File: src/rtl/uart_tx_arbiter.sv
// Round-robin packet arbiter that shares one UART TX FIFO among NREQ byte streams.
// Pushes are registered, and the arbiter only accepts a byte while the FIFO has room for it.
module uart_tx_arbiter #(
  parameter int NREQ       = 4,
  parameter int FIFO_DEPTH = 16,
  parameter int CNT_W      = 5,
  parameter int HDR_EN     = 1
) (
  input  logic                clk,
  input  logic                rst,
  input  logic [NREQ-1:0]     req_valid,
  input  logic [8*NREQ-1:0]   req_data,
  input  logic [NREQ-1:0]     req_last,
  output logic [NREQ-1:0]     req_ready,
  input  logic [CNT_W-1:0]    tf_count,
  output logic [7:0]          tdr,
  output logic                tf_push,
  output logic [2:0]          grant_id,
  output logic                busy,
  output logic [1:0]          dbg_state
);

  typedef enum logic [1:0] {S_IDLE = 2'd0, S_HDR = 2'd1, S_DATA = 2'd2} state_t;

  state_t       state_q, state_d;
  logic [2:0]   grant_q, grant_d;
  logic [2:0]   ptr_q, ptr_d;
  logic [7:0]   tdr_q, tdr_d;
  logic         tf_push_q, tf_push_d;

  logic [CNT_W:0] fill;
  logic           space;
  logic           pick_found;
  logic [2:0]     pick_idx;
  logic [3:0]     cand;
  logic           cur_valid, cur_last;
  logic [7:0]     cur_data;

  // tf_count lags our own push by a cycle, so the in-flight push is counted as occupied.
  assign fill  = {1'b0, tf_count} + {{CNT_W{1'b0}}, tf_push_q};
  assign space = (fill < (CNT_W+1)'(FIFO_DEPTH));

  // First valid requester scanning ptr+1, ptr+2, ... modulo NREQ.
  always_comb begin
    pick_found = 1'b0;
    pick_idx   = '0;
    cand       = '0;
    for (int k = 1; k <= NREQ; k++) begin
      cand = {1'b0, ptr_q} + 4'(k);
      if (cand >= 4'(NREQ)) cand = cand - 4'(NREQ);
      for (int i = 0; i < NREQ; i++) begin
        if (!pick_found && (cand == 4'(i)) && req_valid[i]) begin
          pick_found = 1'b1;
          pick_idx   = 3'(i);
        end
      end
    end
  end

  always_comb begin
    cur_valid = 1'b0;
    cur_last  = 1'b0;
    cur_data  = '0;
    for (int i = 0; i < NREQ; i++) begin
      if (grant_q == 3'(i)) begin
        cur_valid = req_valid[i];
        cur_last  = req_last[i];
        cur_data  = req_data[8*i +: 8];
      end
    end
  end

  // Handshake: a byte of requester i transfers on a rising edge where req_valid[i] and
  // req_ready[i] are both high; ready never depends on req_valid, only on grant and FIFO room.
  always_comb begin
    req_ready = '0;
    for (int i = 0; i < NREQ; i++) begin
      req_ready[i] = (state_q == S_DATA) && space && (grant_q == 3'(i));
    end
  end

  always_comb begin
    state_d   = state_q;
    grant_d   = grant_q;
    ptr_d     = ptr_q;
    tdr_d     = tdr_q;
    tf_push_d = 1'b0;
    case (state_q)
      S_IDLE: begin
        if (pick_found) begin
          grant_d = pick_idx;
          state_d = (HDR_EN != 0) ? S_HDR : S_DATA;
        end
      end
      S_HDR: begin
        if (space) begin
          tf_push_d = 1'b1;
          tdr_d     = {5'b10100, grant_q};
          state_d   = S_DATA;
        end
      end
      S_DATA: begin
        if (space && cur_valid) begin
          tf_push_d = 1'b1;
          tdr_d     = cur_data;
          if (cur_last) begin
            ptr_d   = grant_q;
            state_d = S_IDLE;
          end
        end
      end
      default: state_d = S_IDLE;
    endcase
  end

  always_ff @(posedge clk) begin
    if (rst) begin
      state_q   <= S_IDLE;
      grant_q   <= '0;
      ptr_q     <= 3'(NREQ-1);
      tdr_q     <= '0;
      tf_push_q <= 1'b0;
    end else begin
      state_q   <= state_d;
      grant_q   <= grant_d;
      ptr_q     <= ptr_d;
      tdr_q     <= tdr_d;
      tf_push_q <= tf_push_d;
    end
  end

  assign tdr       = tdr_q;
  assign tf_push   = tf_push_q;
  assign grant_id  = grant_q;
  assign busy      = (state_q != S_IDLE);
  assign dbg_state = state_q;

endmodule

File: config.mk
export PLATFORM = sky130hd
export DESIGN_NAME = uart_tx_arbiter
export DESIGN_NICKNAME = d
export VERILOG_FILES = /design/src/rtl/uart_tx_arbiter.sv
export SDC_FILE = /design/constraint.sdc
export NUM_CORES = 1
export LEC_CHECK = 0
export BUFFER_PORTS_ARGS = -buffer_cell sky130_fd_sc_hd__buf_2
export CAP_MARGIN = 20
export CORE_AREA = 4 4 59 61
export CTS_BUF_LIST = sky130_fd_sc_hd__clkbuf_16
export DETAILED_ROUTE_END_ITERATION = 10
export DIE_AREA = 0 0 63 65
export HOLD_SLACK_MARGIN = 0.12
export PLACE_DENSITY = 0.78
export SETUP_SLACK_MARGIN = 0.1
export SLEW_MARGIN = 20
export SYNTH_ARGS = -nofsm -noshare
export SYNTH_HDL_FRONTEND = slang
export SYNTH_SLANG_ARGS = --single-unit
File: constraint.sdc
create_clock -name clk -period 1.75 [get_ports clk]
set_input_delay 0.175 -clock clk [delete_from_list [all_inputs] [get_ports clk]]
set_output_delay 0.175 -clock clk [all_outputs]
set_load 0.005 [all_outputs]
; Word-level counts from Yosys, hierarchy flattened
; Index checks and enable logic that the tools add are counted.
[word_totals]
register_bits = 17
latch_bits = 0
ramBits = 0
rom_bits = 0
wordCells = 162
mem_count = 0
[op_classes]
add_sub_neg = 9
n_mul = 0
div = 0
order_cmp = 5
n_eq_ne = 21
shifts = 0
muxes = 58
bitwise = 0
n_reduce_logical = 64
[op_table]
columns = cell, count
row1 = 8-bit 2-to-1 mux, 6
row2 = 3-bit 2-to-1 mux, 14
row3 = 1-bit logical AND, 37
row4 = 4-bit by 2-bit equality test with 1-bit output (second input constant), 8
row5 = 1-bit 2-to-1 mux, 27
row6 = 4-bit by 1-bit equality test with 1-bit output (second input constant), 4
row7 = 4-bit by 3-bit greater-or-equal comparator with 1-bit output (second input constant), 4
row8 = 4-bit zero test, 4
row9 = 4-bit 2-to-1 mux, 4
row10 = 8-bit case mux with 2 select lines, 1
row11 = 4-bit by 3-bit subtractor with 4-bit output (second input constant), 4
row12 = 1-bit zero test, 15
row13 = 3-bit by 2-bit adder with 4-bit output (second input constant), 2
row14 = 2-bit 2-to-1 mux, 4
row15 = 5-bit by 1-bit adder with 6-bit output, 1
row16 = 3-bit by 2-bit equality test with 1-bit output (second input constant), 2
row17 = 6-bit by 5-bit < comparator with 1-bit output (second input constant), 1
row18 = 2-bit != test (second input constant), 3
row19 = 2-bit case mux with 3 select lines, 1
row20 = 3-bit AND reduction, 2
row21 = 3-bit by 1-bit adder with 4-bit output (second input constant), 1
row22 = 3-bit by 3-bit adder with 4-bit output (second input constant), 1
row23 = 4-bit AND reduction, 1
row24 = 2-bit nonzero test, 2
row25 = 8 further kinds, 8

; Logic depth before layout (Yosys ltp)
[logic_depth]
ltp_word = 68
ltp_mapped = 7
depth_no_buf = 7

; Least setup slack after synthesis
; OpenSTA, ideal clock, no wires.
[synth_timing]
kind = register -> register
start = register grant_q[0] (netlist: grant_id[0])
end = register tdr_q[1] (netlist: tdr[1])
setup_time_ns = 0.134
arrival_time_ns = 1.615
slack_ns = 0.000
stages_incl_launch_ff = 7
n_path_buf = 1
cell_sequence = dfxtp_1 -> buf_6 -> mux4_2 -> mux2_4 -> and2_4 -> nor2_1 -> a211oi_2
[synth_via]
elab_chain_len = 8
[synth_lines]
columns = item, line_no
row1 = start: declaration, 26  ; logic [2:0] grant_q, grant_d;
row2 = start signal: assignment, 125  ; grant_q <= grant_d;
row3 = 3-bit zero test, 65  ; if (grant_q == 3'(i)) begin
row4 = 1-bit 2-to-1 mux (4 in a row), 65
row5 = 1-bit logical AND, 103  ; if (space && cur_valid) begin
row6 = 2-bit by 1-bit != test with 1-bit output (no source line), --
row7 = 3-bit AND reduction (no source line), --
row8 = end signal: assignment, 127  ; tdr_q <= tdr_d;
row9 = end: declaration, 28  ; logic [7:0] tdr_q, tdr_d;
; Several ways; a longest one is shown, not always the timed one. The select of a mux whose other input is x is not followed.
; A chain may end at the register's enable or synchronous reset.

; Final worst setup path
; Ends and elaborated chain as after synthesis.

==> out/summary.txt <==
Fin. Hold Viols: 0
Max Root-Sink Buffers: 2
Mean cell area of the mapped netlist: 9.02 um^2
Post-synth cell types: 36
Crit path max fanout: 5
Die height: 65 um
Crit. End Element: flip-flop
Pwr dens: 1190 mW/mm^2
Post-synthesis sequential element count: 15
Placeable Area: 0.00298 mm^2
Reg2reg end: tdr[1]$_SDFFE_PP0P_
Hold Path Class: primary input to flip-flop
Critical Path End: tdr[1]$_SDFFE_PP0P_
Worst setup SP type: flip-flop
Tcrit/Tclk final: 94.7%
Number of global-route vias before repair: 1182
Vias per cell: 5.47
Wire per inst: 14.5 um
DRT Pass-1 Iters: 4
WS Path Type: flip-flop to flip-flop
Synthesized cell area: 0.00112 mm^2
Hold_buf cts: 0
Max-Cap Viols: 0
TNS Setup: 0 ps
Minimum hold slack: 313 ps
Final #Nets: 240
Startpoint of the worst-slack reg-to-reg timing path: grant_id[0]$_SDFFE_PP0P_
Diodes inserted: 0
Layout cells sized above 1: 49.2%
Worst skew pair latency: 250 ps
Final HPWL DP: 2.53 mm
Max Freq: 603 MHz
DRC: 0
Clock tree from TritonCTS: built
DIE WIDTH: 63 um
Clk pin slew, worst setup/hold paths: 50 ps
Number of clock sinks: 15
Leakage power: 0.000731 uW
Worst R2R Path Depth: 5
Area Growth Syn to Fin: 43.1%
Crit. Startpoint: grant_id[0]$_SDFFE_PP0P_
GR Overflow Total: 0
Clock Skew: 4.56 ps
Port Buf Inserts: 64
VDD IR max: 0.475 mV
Synth warn: 0
Critical path data required time: 1870 ps
Num CTS Buffers: 3
Most frequent cells in the layout: buf_2, dfxtp_1, nor2_1, a21oi_1, nand2_1
# H-tree levels: 1
Largest net degree at the start of global routing: 19
Min-Delay Path Depth: 2
Status: complete, no violations
Most common cell after layout, fill and taps aside: buf_2
Sequential area share after synthesis: 26.8%
Cells after Synth: 124
Clk root buf: clkbuf_16
Starting Density: 37.6%
Net Count, Synth: 174
First DRT Iteration DRCs: 38
Routed Antenna Nets: 0
First-pass GRT wire length: 5.21 mm
# setup viols final: 0
Initial antenna violation count: 0
Gr usage total: 15.9%
Die area: 0.00410 mm^2
R2r setup slk: 90 ps
Ports: 66
Site Rows: 20
RSZ-0062 raised after global routing: yes
GP Congestion: 0.795
Slew Limit Fails: 0
WP data arrival: 1780 ps
Via count: 1215
Total wire length: 3.23 mm
Crit path time final: 1660 ps
==> through the flow <==
stage | cells | area, um^2 | worst slack [ps] | util [%] | power [uW]
after floorplan | 124 | 1120 | 51.9 | - | 1120
after global placement | 217 | 1480 | 118 | 49.5 | 1380
after detailed placement | 217 | 1480 | 72.4 | 49.5 | 1390
after CTS | 222 | 1580 | 94.9 | 53.0 | 1890
after global routing | 222 | 1600 | 47.5 | 53.7 | 2040
final | 222 | 1600 | 92.2 | 53.7 | 1900
==> synthesized netlist by cell type, drive strengths merged <==
| master | n | area [um^2] |
|---|---|---|
| dfxtp | 15 | 300 |
| nor2 | 15 | 56.3 |
| nand2 | 11 | 41.3 |
| a21oi | 10 | 53.8 |
| mux4 | 9 | 225 |
| nor3 | 7 | 35.0 |
| o21ai | 7 | 35.0 |
| clkbuf | 5 | 18.8 |
| a211oi | 4 | 35.0 |
| a22oi | 4 | 30.0 |
| buf | 4 | 27.5 |
| inv | 4 | 15.0 |
| mux2i | 4 | 40.0 |
| ha | 3 | 37.5 |
| nand3 | 3 | 15.0 |
| nor2b | 3 | 18.8 |
| a31oi | 2 | 12.5 |
| mux2 | 2 | 26.3 |
| nor3b | 2 | 15.0 |
| a311oi | 1 | 8.76 |
| and2 | 1 | 8.76 |
| and4 | 1 | 8.76 |
| conb | 1 | 3.75 |
| nand2b | 1 | 6.26 |
| nor4b | 1 | 8.76 |
| o2111a | 1 | 11.3 |
| o21a | 1 | 7.51 |
| o41ai | 1 | 8.76 |
| or4 | 1 | 7.51 |
==> worst max-delay path: stages (launching register included) <==
cell	delay, ps
dfxtp_4	370
mux4_2	540
mux2_4	290
and2_4	190
nor2_2	90
a211oi_2	50
==> worst min-delay path by stage <==
stage                              startpoint                       end  slack, ps
after floorplan                  req_valid[3]  grant_id[1]$_SDFFE_PP0P_        400
final                                     rst       tdr[4]$_SDFFE_PP0P_        310
after detailed placement  tdr[0]$_SDFFE_PP0P_       tdr[0]$_SDFFE_PP0P_        470
after global placement    tdr[0]$_SDFFE_PP0P_       tdr[0]$_SDFFE_PP0P_        460
after CTS                                 rst       tdr[4]$_SDFFE_PP0P_        310
after global routing                      rst       tdr[2]$_SDFFE_PP0P_        340
==> repair_timing <==
action / 4_1_cts / 5_1_grt
endpoints found under the setup margin: 12 / 14
gates resized for setup: 3 / 9
setup buffers: 1 / 0
pin swaps: 0 / 0
gates cloned: 0 / 0
==> where the power goes <==
part / switching [uW] / internal, uW
Clock: 142 / 305
Sequential: 70.0 / 421
Combinational: 470 / 496
==> layout make-up <==
class / instances / area, um^2
Fill cell: 261 / 1380
Clock inverter: 1 / 5.00
Inverter: 4 / 15.0
Timing Repair Buffer: 70 / 365
Multi-Input combinational cell: 96 / 795
Tap cell: 33 / 41.3
Sequential cell: 15 / 304
Clock buffer: 3 / 75.1
==> layer usage <==
| metal | up-vias | track usage, % | wire length [um] |
|---|---|---|---|
| met4 | 0 | 6.61 | 30 |
| met2 | 42 | 27.4 | 1640 |
| li1 | 593 | - | - |
| met3 | 2 | 2.95 | 188 |
| met5 | - | 0 | 0 |
| met1 | 578 | 19.4 | 1370 |
==> kinds of logic (layout without fill, tap and decap cells) <==
family / count (synthesis) / after routing / share of synthesized area, %
and+or+nand+nor: 46 / 46 / 19.8
AOI/OAI and AO/OA: 31 / 31 / 18.1
muxes: 15 / 15 / 26.1
DFF: 15 / 15 / 26.8
buffers and inverters: 13 / 78 / 5.48
adders and majority gates: 3 / 3 / 3.36
other: 1 / 1 / 0.335
==> state kept, by name, summed over array words and instances, names as in the netlist <==
register,cells
tdr,8
dbg_state,2
grant_id,2
ptr_q,2
tf_push,1
(Power assumes the default switching activity.)
